<file path="config.mk">
export PLATFORM = sky130hd
export DESIGN_NAME = hc_rd_arbiter
export DESIGN_NICKNAME = d
export VERILOG_FILES = /design/src/rtl/hc_pkg.sv /design/src/rtl/hc_rr_arbiter.sv /design/src/rtl/hc_rd_arbiter.sv
export SDC_FILE = /design/constraint.sdc
export NUM_CORES = 1
export LEC_CHECK = 0
export ABC_CLOCK_PERIOD_IN_PS = 10600
export CELL_PAD_IN_SITES_DETAIL_PLACEMENT = 1
export CELL_PAD_IN_SITES_GLOBAL_PLACEMENT = 1
export CORE_AREA = 2 2 513 515
export CTS_BUF_LIST = sky130_fd_sc_hd__clkbuf_8
export CTS_CLUSTER_SIZE = 12
export DETAILED_ROUTE_END_ITERATION = 12
export DIE_AREA = 0 0 515 517
export GPL_TIMING_DRIVEN = 0
export PLACE_DENSITY = 0.43
export SLEW_MARGIN = 20
export SYNTH_ARGS = -nofsm -noshare
export SYNTH_HDL_FRONTEND = slang
export SYNTH_SLANG_ARGS = --single-unit
</file>
<file path="constraint.sdc">
create_clock -name clk -period 10.6 [get_ports clk]
set_input_delay 1.06 -clock clk [delete_from_list [all_inputs] [get_ports clk]]
set_output_delay 1.06 -clock clk [all_outputs]
set_load 0.005 [all_outputs]
</file>
<file path="src/rtl/hc_pkg.sv">
// hc_pkg: shared definitions for the host-channel read path.
//   HC_RD_TAG_W / HC_RD_CID_W  : client-local tag and client-id widths
//   HC_CL_ADDR_W / HC_MDATA_W  : CCI-P cache-line address and mdata widths
//   t_hc_rd_mdata              : layout of c0 mdata {pad, cid, tag}
package hc_pkg;

    localparam int HC_RD_TAG_W  = 8;
    localparam int HC_RD_CID_W  = 4;
    localparam int HC_CL_ADDR_W = 42;
    localparam int HC_MDATA_W   = 16;
    localparam int HC_PAD_W     = HC_MDATA_W - HC_RD_CID_W - HC_RD_TAG_W;

    typedef struct packed {
        logic [HC_PAD_W-1:0]    pad;
        logic [HC_RD_CID_W-1:0] cid;
        logic [HC_RD_TAG_W-1:0] tag;
    } t_hc_rd_mdata;

endpackage

</file>
<file path="src/rtl/hc_rr_arbiter.sv">
// hc_rr_arbiter: round-robin arbiter, one-hot grant.
//   clk, reset_n : clock, asynchronous active-low reset
//   req          : request vector
//   grant_en     : advance the pointer past the current winner
//   grant        : one-hot grant (combinational from req and pointer)
module hc_rr_arbiter #(
    parameter int N = 4
) (
    input  logic         clk,
    input  logic         reset_n,
    input  logic [N-1:0] req,
    input  logic         grant_en,
    output logic [N-1:0] grant
);

    localparam int PW = (N > 1) ? $clog2(N) : 1;

    logic [PW-1:0] ptr;
    logic [PW-1:0] winIdx;
    logic          found;
    int            scanIdx;

    // Scan from ptr upward, wrapping; first requester wins.
    always_comb begin
        grant   = '0;
        winIdx  = '0;
        found   = 1'b0;
        scanIdx = 0;
        for (int i = 0; i < N; i++) begin
            scanIdx = int'(ptr) + i;
            if (scanIdx >= N) scanIdx = scanIdx - N;
            if (!found && req[scanIdx]) begin
                found         = 1'b1;
                grant[scanIdx] = 1'b1;
                winIdx        = PW'(scanIdx);
            end
        end
    end

    always_ff @(posedge clk or negedge reset_n) begin
        if (!reset_n) begin
            ptr <= '0;
        end else if (grant_en && found) begin
            ptr <= (winIdx == PW'(N - 1)) ? '0 : winIdx + PW'(1);
        end
    end

endmodule

</file>
<file path="src/rtl/hc_rd_arbiter.sv">
// hc_rd_arbiter: shares the CCI-P c0 read-request channel among N_CLIENTS
// requesters, tags mdata with the client id and routes responses back.
//   clk, reset_n                      : pClk, asynchronous active-low reset
//   clt_rd_valid/addr/tag/ready       : per-client request handshake
//   c0tx_almfull                      : blocks new grants
//   c0tx_valid/addr/mdata             : registered c0 Tx read request
//   c0rx_valid/mdata/data             : c0 read response in
//   clt_rsp_valid/tag/data            : one-hot strobe + shared response bus
//   idle                              : nothing outstanding, no pending Tx
//   err                               : sticky, response with no owner
module hc_rd_arbiter
    import hc_pkg::*;
#(
    parameter int N_CLIENTS       = 4,
    parameter int MAX_OUTSTANDING = 64
) (
    input  logic                                     clk,
    input  logic                                     reset_n,
    input  logic [N_CLIENTS-1:0]                     clt_rd_valid,
    input  logic [N_CLIENTS-1:0][HC_CL_ADDR_W-1:0]   clt_rd_addr,
    input  logic [N_CLIENTS-1:0][HC_RD_TAG_W-1:0]    clt_rd_tag,
    output logic [N_CLIENTS-1:0]                     clt_rd_ready,
    input  logic                                     c0tx_almfull,
    output logic                                     c0tx_valid,
    output logic [HC_CL_ADDR_W-1:0]                  c0tx_addr,
    output logic [HC_MDATA_W-1:0]                    c0tx_mdata,
    input  logic                                     c0rx_valid,
    input  logic [HC_MDATA_W-1:0]                    c0rx_mdata,
    input  logic [511:0]                             c0rx_data,
    output logic [N_CLIENTS-1:0]                     clt_rsp_valid,
    output logic [HC_RD_TAG_W-1:0]                   clt_rsp_tag,
    output logic [511:0]                             clt_rsp_data,
    output logic                                     idle,
    output logic                                     err
);

    localparam int              CNT_W   = $clog2(MAX_OUTSTANDING) + 1;
    localparam logic [CNT_W-1:0] CNT_MAX = CNT_W'(MAX_OUTSTANDING);

    logic [N_CLIENTS-1:0][CNT_W-1:0] outstanding;
    logic [N_CLIENTS-1:0]            eligible;
    logic [N_CLIENTS-1:0]            grant;
    logic [N_CLIENTS-1:0]            rspHit;
    logic [HC_RD_CID_W-1:0]          grantCid;
    logic [HC_CL_ADDR_W-1:0]         grantAddr;
    logic [HC_RD_TAG_W-1:0]          grantTag;
    logic                            xfer;
    t_hc_rd_mdata                    rspMd;
    t_hc_rd_mdata                    txMd;
    logic                            unusedPad;

    always_comb begin
        eligible = '0;
        for (int i = 0; i < N_CLIENTS; i++)
            eligible[i] = clt_rd_valid[i] && (outstanding[i] != CNT_MAX) && !c0tx_almfull;
    end

    // Every grant is a transfer (grant implies valid), so always advance.
    hc_rr_arbiter #(.N(N_CLIENTS)) uArb (
        .clk      (clk),
        .reset_n  (reset_n),
        .req      (eligible),
        .grant_en (1'b1),
        .grant    (grant)
    );

    // Grant is combinational; gate it so ready stays low throughout reset.
    assign clt_rd_ready = grant & {N_CLIENTS{reset_n}};
    assign xfer         = |clt_rd_ready;

    always_comb begin
        grantCid  = '0;
        grantAddr = '0;
        grantTag  = '0;
        for (int i = 0; i < N_CLIENTS; i++) begin
            if (grant[i]) begin
                grantCid  = HC_RD_CID_W'(i);
                grantAddr = clt_rd_addr[i];
                grantTag  = clt_rd_tag[i];
            end
        end
    end

    always_comb begin
        txMd     = '0;
        txMd.cid = grantCid;
        txMd.tag = grantTag;
    end

    assign rspMd     = c0rx_mdata;
    assign unusedPad = ^rspMd.pad;

    // A response is accepted only for an in-range id holding a credit;
    // ids >= N_CLIENTS match no row and fall through to err.
    always_comb begin
        rspHit = '0;
        for (int i = 0; i < N_CLIENTS; i++)
            rspHit[i] = c0rx_valid && (rspMd.cid == HC_RD_CID_W'(i)) && (outstanding[i] != '0);
    end

    // Issue and response for the same client cancel out.
    always_ff @(posedge clk or negedge reset_n) begin
        if (!reset_n) begin
            outstanding <= '0;
        end else begin
            for (int i = 0; i < N_CLIENTS; i++) begin
                case ({grant[i], rspHit[i]})
                    2'b10:   outstanding[i] <= outstanding[i] + CNT_W'(1);
                    2'b01:   outstanding[i] <= outstanding[i] - CNT_W'(1);
                    default: outstanding[i] <= outstanding[i];
                endcase
            end
        end
    end

    always_ff @(posedge clk or negedge reset_n) begin
        if (!reset_n) begin
            c0tx_valid    <= 1'b0;
            c0tx_addr     <= '0;
            c0tx_mdata    <= '0;
            clt_rsp_valid <= '0;
            clt_rsp_tag   <= '0;
            clt_rsp_data  <= '0;
            err           <= 1'b0;
        end else begin
            c0tx_valid <= xfer;
            if (xfer) begin
                c0tx_addr  <= grantAddr;
                c0tx_mdata <= txMd;
            end
            clt_rsp_valid <= rspHit;
            if (|rspHit) begin
                clt_rsp_tag  <= rspMd.tag;
                clt_rsp_data <= c0rx_data;
            end
            if (c0rx_valid && !(|rspHit))
                err <= 1'b1;
        end
    end

    assign idle = (outstanding == '0) && !c0tx_valid;

endmodule

</file>
-- After elaboration in Yosys (flattened, before gate mapping)
Index checks and enable logic that the tools add are counted.
- add/subtract/negate cells: 16
- $lt $le $gt $ge: 12
- eq/ne operators: 16
- multiplexer cells: 52
- bitwise operators: 4
- reduce and logical (&&, ||, !) cells: 43
- operators with widths (kind ; number):
    $mux W42 ; 4
    $ge A32 B1 Y1 const B ; 4
    $lt A32 B4 Y1 const B ; 4
    $mux W32 ; 4
    $ge A32 B4 Y1 const B ; 3
    $sub A32 B4 Y32 const B ; 3
    $pmux W7 S2 ; 4
    $mux W8 ; 4
    $add A7 B1 Y7 const B ; 4
    $logic_not A28 Y1 ; 1
    $ne A7 B7 Y1 const B ; 4
    $reduce_bool A7 Y1 ; 4
    $sub A7 B1 Y7 const B ; 4
    $logic_and A1 B1 Y1 ; 25
    $mux W4 ; 6
    $mux W1 ; 17
    $or A4 B4 Y4 ; 3
    $eq A2 B2 Y1 const B ; 5
    $mux W2 ; 5
    $bmux W1 S2 ; 4
    $demux W1 S2 ; 4
    $eq A2 B1 Y1 const B ; 4
    $eq A4 B2 Y1 const B ; 2
    $reduce_bool A2 Y1 ; 4
    other kinds (10) ; 17
- flip-flop bits (word level): 610
- input port bits: 736
- output and inout port bits: 589
- logic and storage cells: 155

-- Longest topological paths before layout
Gate-level depths: netlist of the first run.
- depth after elaboration: 20
- mapped depth: 23
- mapped depth without buffers: 19

-- Hierarchy
From an unflattened synthesis of the first run, not the netlist that was laid out.
- cells, all modules: 1810
- area total of the unflattened synthesis: 25580.8 µm²
- modules (own cells, without submodules) (module ; times used ; cells each ; area an instance (µm²) ; sequential area each (µm²)):
    hc_rd_arbiter ; 1 ; 1741 ; 25005.2 ; 15164.5
    hc_rr_arbiter ; 1 ; 69 ; 575.6 ; 50.0

-- Least setup slack after synthesis of the first run
OpenSTA, ideal clock, no wires.
- path type: register to register
- from: reg outstanding[22] in the netlist's numbering
- to: reg outstanding[27] in the netlist's numbering
- setup time: 123 ps
- arrival: 5125 ps
- data required time: 10477 ps
- slack: 5352 ps
- stages on the path, launching flop included: 24
- buffers on the path: 4
- period minus slack after synthesis: 5248 ps
- path through: dfrtp_1 > clkbuf_1 > or4_1 > o41a_1 > mux4_2 > nand2_1 > a21oi_1 > a221o_1 > clkbuf_1 > clkinv_1 > clkbuf_1 > ha_1 > buf_1 > xor2_1 > ha_1 > or3_1 > a21oi_1 > nor3_1 > a21o_1 > a22oi_1 > nor2_1 > a211oi_1 > nor2_1 > xnor2_1
- cells in the longest elaborated chain, start to end: 18
- elaborated cells between the ends (all ways): 39
- classes of those cells: add/sub: 2; eq/ne: 3; mux: 20; bitwise: 3; reduce/logical: 11
- RTL lines (what ; line ; text):
    start, declared ; hc_rd_arbiter.sv:40 ; logic [N_CLIENTS-1:0][CNT_W-1:0] outstanding;
    start signal, assigned by index ; hc_rd_arbiter.sv:108 ; 2'b10: outstanding[i] <= outstanding[i] + CNT_W'(1);
    start signal, assigned by index ; hc_rd_arbiter.sv:109 ; 2'b01: outstanding[i] <= outstanding[i] - CNT_W'(1);
    start signal, assigned by index ; hc_rd_arbiter.sv:110 ; default: outstanding[i] <= outstanding[i];
    $ne A7 B7 Y1 ; hc_rd_arbiter.sv:55 ; eligible[i] = clt_rd_valid[i] && (outstanding[i] != CNT_MAX) && !c0tx_almfull;
    $logic_and A1 B1 Y1 (2 in series) ; hc_rd_arbiter.sv:55 ;
    $bmux W1 S2 ; hc_rr_arbiter.sv:32 ; if (!found && req[scanIdx]) begin
    $mux W1 (not written as such) (2 in series) ; hc_rr_arbiter.sv:32 ;
    $mux W1 ; hc_rr_arbiter.sv:32 ;
    $logic_not A1 Y1 ; hc_rr_arbiter.sv:32 ;
    $logic_and A1 B1 Y1 ; hc_rr_arbiter.sv:32 ;
    $mux W1 ; hc_rr_arbiter.sv:32 ;
    $logic_not A1 Y1 ; hc_rr_arbiter.sv:32 ;
    $logic_and A1 B1 Y1 ; hc_rr_arbiter.sv:32 ;
    $mux W1 ; hc_rr_arbiter.sv:32 ;
    $logic_not A1 Y1 ; hc_rr_arbiter.sv:32 ;
    $logic_and A1 B1 Y1 ; hc_rr_arbiter.sv:32 ;
    $mux W4 ; hc_rr_arbiter.sv:32 ;
    $eq A2 B1 Y1 or $eq A2 B2 Y1 (tied branches) ; hc_rd_arbiter.sv:107 ; case ({grant[i], rspHit[i]})
    $pmux W7 S2 or $reduce_bool A2 Y1 (tied branches) ; n/a ;
Parallel ways exist; a longest one is shown, timed or not. The select of a mux whose other input is x is not followed.
A chain may end at the register's enable or synchronous reset.

-- Worst setup path in the final report of the first run
- from: reg outstanding[8] in the netlist's numbering
- to: reg outstanding[27] in the netlist's numbering
- cells in the longest elaborated chain, start to end: 18
- elaborated cells between the ends (all ways): 35
- classes of those cells: eq/ne: 3; mux: 20; bitwise: 3; reduce/logical: 9
- RTL lines (what ; line):
    $ne A7 B7 Y1 * ; hc_rd_arbiter.sv:55
    $logic_and A1 B1 Y1 * (2 in series) ; hc_rd_arbiter.sv:55
    $bmux W1 S2 ; hc_rr_arbiter.sv:32
    $mux W1 (not written as such) (2 in series) ; hc_rr_arbiter.sv:32
    $mux W1 ; hc_rr_arbiter.sv:32
    $logic_not A1 Y1 ; hc_rr_arbiter.sv:32
    $logic_and A1 B1 Y1 ; hc_rr_arbiter.sv:32
    $mux W1 ; hc_rr_arbiter.sv:32
    $logic_not A1 Y1 ; hc_rr_arbiter.sv:32
    $logic_and A1 B1 Y1 ; hc_rr_arbiter.sv:32
    $mux W1 ; hc_rr_arbiter.sv:32
    $logic_not A1 Y1 ; hc_rr_arbiter.sv:32
    $logic_and A1 B1 Y1 ; hc_rr_arbiter.sv:32
    $mux W4 * ; hc_rr_arbiter.sv:32
    $eq A2 B1 Y1 or $eq A2 B2 Y1 (tied branches) ; hc_rd_arbiter.sv:107
    $pmux W7 S2 or $reduce_bool A2 Y1 (tied branches) ; n/a
Mark *: on every way between the ends. The rest lies on a longest branch, timed or not. The select of a mux whose other input is x is not followed.

==> results of run 1 <==
## synthesized netlist by cell type, drive strengths merged, types with 2 or more instances
cell type	n	area [um^2]
or4	6	45.0
a22oi	4	30.0
o21ai	17	85.1
o41ai	5	70.1
clkinv	2	7.51
a21oi	14	70.1
a221o	3	30.0
a221oi	56	497
clkbuf	88	330
a21o	7	52.6
a211oi	7	52.6
o41a	4	45.0
nand2	75	282
xnor2	15	131
nor2b	12	75.1
a22o	3	26.3
ha	20	250
nor3	12	60.1
inv	11	41.3
dfrtp	608	15200
xor2	26	228
mux4	4	90.1
nor2	84	315
or3	2	12.5
nand3	7	35.0
buf	28	168
o22ai	2	12.5
and2	7	43.8
o31ai	51	383
o21a	2	15.0
o2bb2ai	2	23.8
mux2	574	6460
nand2b	11	68.8
nor4	3	18.8
## stage by stage
step	instances	total power, mW	area, um^2	util, %	worst slack, ps
final	6784	11.1	45800	17.5	3640
after global routing	6768	11.9	45700	17.5	3220
after CTS	6763	11.5	45700	17.5	3530
after detailed placement	6532	8.61	43100	16.5	3210
after global placement	6522	8.61	42800	16.4	-24130
after floorplan	1788	5.29	25400	-	5350
## cell families after synthesis
| logic type | share of synthesized area, % |
|---|---|
| flip-flops | 60.0 |
| buffers and inverters | 2.16 |
| multiplexers | 25.9 |
| AO/OA/AOI/OAI | 5.72 |
| XOR/XNOR | 1.42 |
| other | 0.0148 |
| AND/OR/NAND/NOR | 3.82 |
| adder cells (fa/ha/maj) | 0.987 |
## worst max-delay path: stages (launching register included)
cell	delay, ps
dfrtp_1	450
or4_1	610
o41ai_1	740
mux4_2	470
nand3_1	100
a21oi_1	130
a221o_1	130
clkbuf_1	610
clkinv_1	490
clkbuf_2	490
ha_1	400
buf_1	290
xor2_1	220
ha_1	240
or3_1	310
a21oi_1	130
nor3_1	120
a21o_1	200
a22oi_1	140
nor2_1	60
a211oi_1	230
nor2_1	100
xnor2_1	150
## final cells by class
type | instances | area, um^2
buffer | 116 | 502
inverter | 13 | 48.8
fill | 29600 | 215000
timing repair buffer | 1324 | 13400
sequential | 608 | 15200
clock buffer | 161 | 2220
antenna | 21 | 52.6
tap | 3420 | 4280
multi-input combinational | 1051 | 9630
clock inverter | 70 | 429
## worst max-delay path by stage
| stage | start | endpoint | slack, ps | cells after the start |
|---|---|---|---|---|
| 6_report | outstanding[8] | outstanding[27] | 3640 | 22 |
| 5_1_grt | outstanding[8] | outstanding[27] | 3220 | 22 |
| 4_1_cts | outstanding[8] | outstanding[27] | 3530 | 22 |
| 3_5_place_dp | c0tx_almfull | outstanding[27] | 3210 | 23 |
| 3_3_place_gp | reset_n | clt_rsp_data[457] | -24130 | 1 |
| 2_1_floorplan | outstanding[22] | outstanding[27] | 5350 | 23 |
## flip-flops by register name, summed over array words and instances (netlist names)
register	cells
outstanding	28
clt_rsp_tag	8
uArb.ptr	2
c0tx_addr	42
clt_rsp_valid	4
clt_rsp_data	512
c0tx_valid	1
c0tx_mdata	10
err	1
## per-layer routing
metal	GRT usage, %	up-vias	wire (um)
met4	3.74	32	4960
li1	-	9394	-
met2	21.9	1075	85900
met1	15.1	10800	71200
met5	0	-	213
met3	7.42	270	23300
## power by group
part	internal (mW)	total [mW]	leakage, nW	switching (mW)
clock network	1.42	2.69	1.54	1.28
logic	2.41	4.86	9.16	2.45
registers	3.05	3.58	7.26	0.523
==> metrics.txt, run 1 <==
commonest non-fill, non-tap cell in the layout clkdlybuf4s50_1; measured slew at the worst slew-check pin 1100 ps; status finished clean; Hold Path Class in2async; Final Critical Period just under 7000 ps; CP required between 10000 and 15000 ps; post-synthesis cell type count 54; Cell Rows 188; vias in the first global route ~23k; GRT Overall Usage about 13%; Max Cap Violations 0; Min Hold Slack 213 ps; CTS tree done; HPWL after DPL 158 mm; final setup violation count 0; number of nets in the layout 4008; share of cells above drive strength 1 23.8%; async set or reset register ratio after synthesis 100%; die height between 500 and 600 um; clk slew on worst S/H paths ~60 ps; Slew HR 26.5%; syn_area_per_cell 14.2 um^2; area of the mapped netlist 25400 um^2; Post-Syn Instances about 1.8k; DRC violations left 0; CP endpoint kind register; core area 261000 um^2; clk_skew 46.7 ps; Cell Pwr Density 243 nW/um^2; Congestion Overflow GR 0; DR vias/cell 3.18; RR Startpoint outstanding[8]; Port Buffers 1314; initial antenna violation count 59; post-route ant nets 0; DRT iter0 DRCs 787; FF-to-FF End outstanding[27]; Most used DFF post-synth dfrtp_1; CP max FO 12; vias 21.6k; TNS Setup 0 ps; Num CTS Buffers 138; Highest Clock Rate approximately 0.14 GHz; later-pin clock latency in the skew report about 860 ps; clock buffer depth 3; root buffer cell clkbuf_8; most frequent cells in the layout 1313 x clkdlybuf4s50_1, 608 x dfrtp_1, 564 x mux2_2, 161 x clkbuf_8, 85 x clkbuf_1; pin count of the biggest net entering global routing 88; setup bufs post-CTS 0; post-synthesis sequential area ratio 60.0%; Max Slew Vio Count 0; static leakage 18.0 nW; I/O pins 1325; Synth Register Bits 608; crit path launch type register; die area around 270000 um^2; H-tree lvl count 4; Hold Buf Count CTS 0; first-pass GRT wire length 236 mm; DR WL/cell approximately 27 um; Max IR drop VDD ~0.12 mV; Fin. Hold Viols 0; reg2reg path depth 22; Die X 515 um; RSZ-0062 raised after global routing false; period utilization between 60% and 70%; Worst R2R Setup Slack between 3000 and 4000 ps; clock sinks 608; cts repair resizes 0; worst path arrival time 7700 ps; critical path class reg2reg; Synth Warn # 0; routability cong. around 0.85; Initial Util 9.71%; area grow syn2layout 80.5%; Post-synth EDFFs 0; Detailed Routing Iterations Pass 1 4; Detailed Route WL between 150 and 200 mm
No activity file was read; power rests on OpenSTA's default activity.
==> run 2, diff against run 1 <==
Settings changed: ABC_CLOCK_PERIOD_IN_PS 10600 to 6700.
Clock period 10.6 ns to 6.7 ns, I/O delays scaled along.
==> metrics.txt, run 2 (synthesis gave the netlist of run 1 again) <==
Cell Rows 188 (unchanged); Finished Cell Area 45800 um^2 (about the same); Port Buffers 1314 (unchanged); number of nets in the layout 4008 (unchanged); HPWL after DPL 158 mm (unchanged); Inst Count DP 6532 (unchanged); vias 21.5k (was 21.6k); commonest non-fill, non-tap cell in the layout clkdlybuf4s50_1 (unchanged); share of cells above drive strength 1 23.9% (was 23.8%); DR WL/cell 27.3 um (about the same); critical path class reg2reg (unchanged); final setup violation count 0 (unchanged); Initial Util 9.71% (unchanged); Worst R2R Setup Slack 450 ps (was 3640 ps); Detailed Routing Iterations Pass 1 4 (unchanged); core area 261000 um^2 (unchanged); Congestion Overflow GR 0 (unchanged); DRC violations left 0 (unchanged); Power Total 17.6 mW (was 11.1 mW); Worst Hold End clt_rsp_data[173]; later-pin clock latency in the skew report 860 ps (about the same); I/O pins 1325 (unchanged); top flop regs clt_rsp_data x512, c0tx_addr x42, outstanding x28 (unchanged); clock buffer depth 3 (unchanged); hold_sp c0rx_data[173]; GRT Overall Usage 13.5% (about the same); Die X 515 um (unchanged); H-tree lvl count 4 (unchanged); vias in the first global route 23.5k (about the same); Fin. Hold Viols 0 (unchanged); worst path arrival time 6990 ps (was 7700 ps); Max IR drop VDD 0.184 mV (was 0.117 mV); largest stage delay on the critical path 610 ps (was 740 ps); static leakage 18.0 nW (about the same); most frequent cells in the layout 1313 x clkdlybuf4s50_1, 608 x dfrtp_1, 564 x mux2_2, 161 x clkbuf_8, 84 x nor2_1 (was 1313 x clkdlybuf4s50_1, 608 x dfrtp_1, 564 x mux2_2, 161 x clkbuf_8, 85 x clkbuf_1); clock sinks 608 (unchanged); Hold Path Class in2reg (was in2async); post-route ant nets 0 (unchanged); period utilization 93.2% (was 65.7%); max reg flops 512 (unchanged); clk_skew 46.1 ps (was 46.7 ps); RR Startpoint outstanding[22] (was outstanding[8]); Highest Clock Rate 0.160 GHz (was 0.144 GHz); FF-to-FF End outstanding[27] (unchanged); DR vias/cell 3.18 (about the same); crit-path cells clkbuf_1 -> or4_1 -> o41a_1 -> mux4_2 -> nand2_1 -> a21oi_1 -> a221o_2 -> clkinv_1 -> buf_2 -> ha_1 -> buf_1 -> xor2_1 -> ha_1 -> or3_1 -> a21oi_1 -> nor3_1 -> a21o_1 -> a22oi_1 -> nor2_1 -> a211oi_1 -> nor2_1 -> xnor2_1 (was or4_1 -> o41ai_1 -> mux4_2 -> nand3_1 -> a21oi_1 -> a221o_1 -> clkbuf_1 -> clkinv_1 -> clkbuf_2 -> ha_1 -> buf_1 -> xor2_1 -> ha_1 -> or3_1 -> a21oi_1 -> nor3_1 -> a21o_1 -> a22oi_1 -> nor2_1 -> a211oi_1 -> nor2_1 -> xnor2_1); Detailed Route WL 186 mm (about the same); first-pass GRT wire length 236 mm (about the same); measured slew at the worst slew-check pin 1100 ps (about the same); root buffer cell clkbuf_8 (unchanged); die area 266000 um^2 (unchanged); initial antenna violation count 59 (unchanged); DRT iter0 DRCs 805 (was 787); Num CTS Buffers 138 (unchanged); clk slew on worst S/H paths 60 ps (about the same); routability cong. 0.846 (unchanged); pin count of the biggest net entering global routing 88 (unchanged); TNS Setup 0 ps (unchanged); RSZ-0062 raised after global routing false (unchanged); Final Critical Period 6250 ps (was 6960 ps); crit path launch type register (unchanged); Max Slew Vio Count 0 (unchanged); filler instances 29.6k (about the same); Cell Area, Placed 43100 um^2 (unchanged); Slowest-stage cell, CP or4_1 (was o41ai_1); CTS tree done (unchanged); Cell Pwr Density 385 nW/um^2 (was 243 nW/um^2); Hold Path Depth 2; CP max FO 12 (unchanged); area grow syn2layout 80.6% (was 80.5%); Max Cap Violations 0 (unchanged); CP endpoint kind register (unchanged); CP required 7440 ps (was 11340 ps); post-route non-filler standard cell count 6784 (unchanged); status finished clean (unchanged); Min Hold Slack 400 ps (was 213 ps); Slew HR 27.0% (was 26.5%); die height 517 um (unchanged); largest reg by FF count clt_rsp_data (unchanged); reg2reg path depth 22 (unchanged); setup bufs post-CTS 0 (unchanged)
[run 2: per-stage QoR]
stage               setup slack (ps)  util, %
global placement              -27640     16.4
CTS                              173     17.5
detailed placement              -345     16.5
floorplan                       1450        -
finish                           455     17.5
global route                    57.9     17.5
[run 2: worst max-delay path by stage]
stage / cells past startpoint / end / slack [ps] / start
after CTS: 22 / outstanding[13] / 170 / uArb.ptr[0]
final: 22 / outstanding[27] / 450 / outstanding[22]
after global routing: 22 / outstanding[27] / 60 / outstanding[22]
after global placement: 1 / clt_rsp_data[457] / -27640 / reset_n
after floorplan: 23 / outstanding[27] / 1450 / outstanding[22]
after detailed placement: 22 / outstanding[27] / -340 / outstanding[8]
[run 2: cell type report]
| type | instances | area, um^2 | share of cell area [%] |
|---|---|---|---|
| flip-flops and latches | 608 | 15200 | 33.2 |
| clock buffers | 161 | 2220 | 4.84 |
| repair buffers | 1325 | 13400 | 29.3 |
| plain buffers | 115 | 499 | 1.09 |
| inverters | 13 | 52.6 | 0.115 |
| multi-input cells | 1051 | 9650 | 21.1 |
| diodes | 21 | 52.6 | 0.115 |
| clock inverters | 70 | 429 | 0.937 |
| well taps | 3420 | 4280 | 9.34 |
[run 2: critical path: cells and delay by family, from the launching register on]
| kind | cells | cell delay (ps) |
|---|---|---|
| simple gates | 6 | 1300 |
| fa+ha+maj | 2 | 590 |
| flops | 1 | 350 |
| compound gates | 7 | 1670 |
| buf+inv | 4 | 1350 |
| mux | 1 | 560 |
| xor+xnor | 2 | 290 |
[run 2: power by group]
group          switching (mW)  internal, mW
Sequential              0.826          4.83
Combinational            3.87          3.83
Clock                    2.02          2.24
[run 2: what timing repair did]
item                                   in CTS  in global routing
setup endpoints to repair                   1                  2
hold buffers                                1                  0
endpoints found under the hold margin      69                  0
cloned                                      0                  0
gates resized for setup                     2                  5
[run 2: per-layer routing]
| metal | vias up | GRT usage, % | wire, um |
|---|---|---|---|
| li1 | 9392 | - | - |
| met1 | 10800 | 15.1 | 71500 |
| met2 | 1076 | 21.9 | 85900 |
| met3 | 271 | 7.42 | 22900 |
| met4 | 32 | 3.74 | 4990 |
| met5 | - | 0 | 207 |
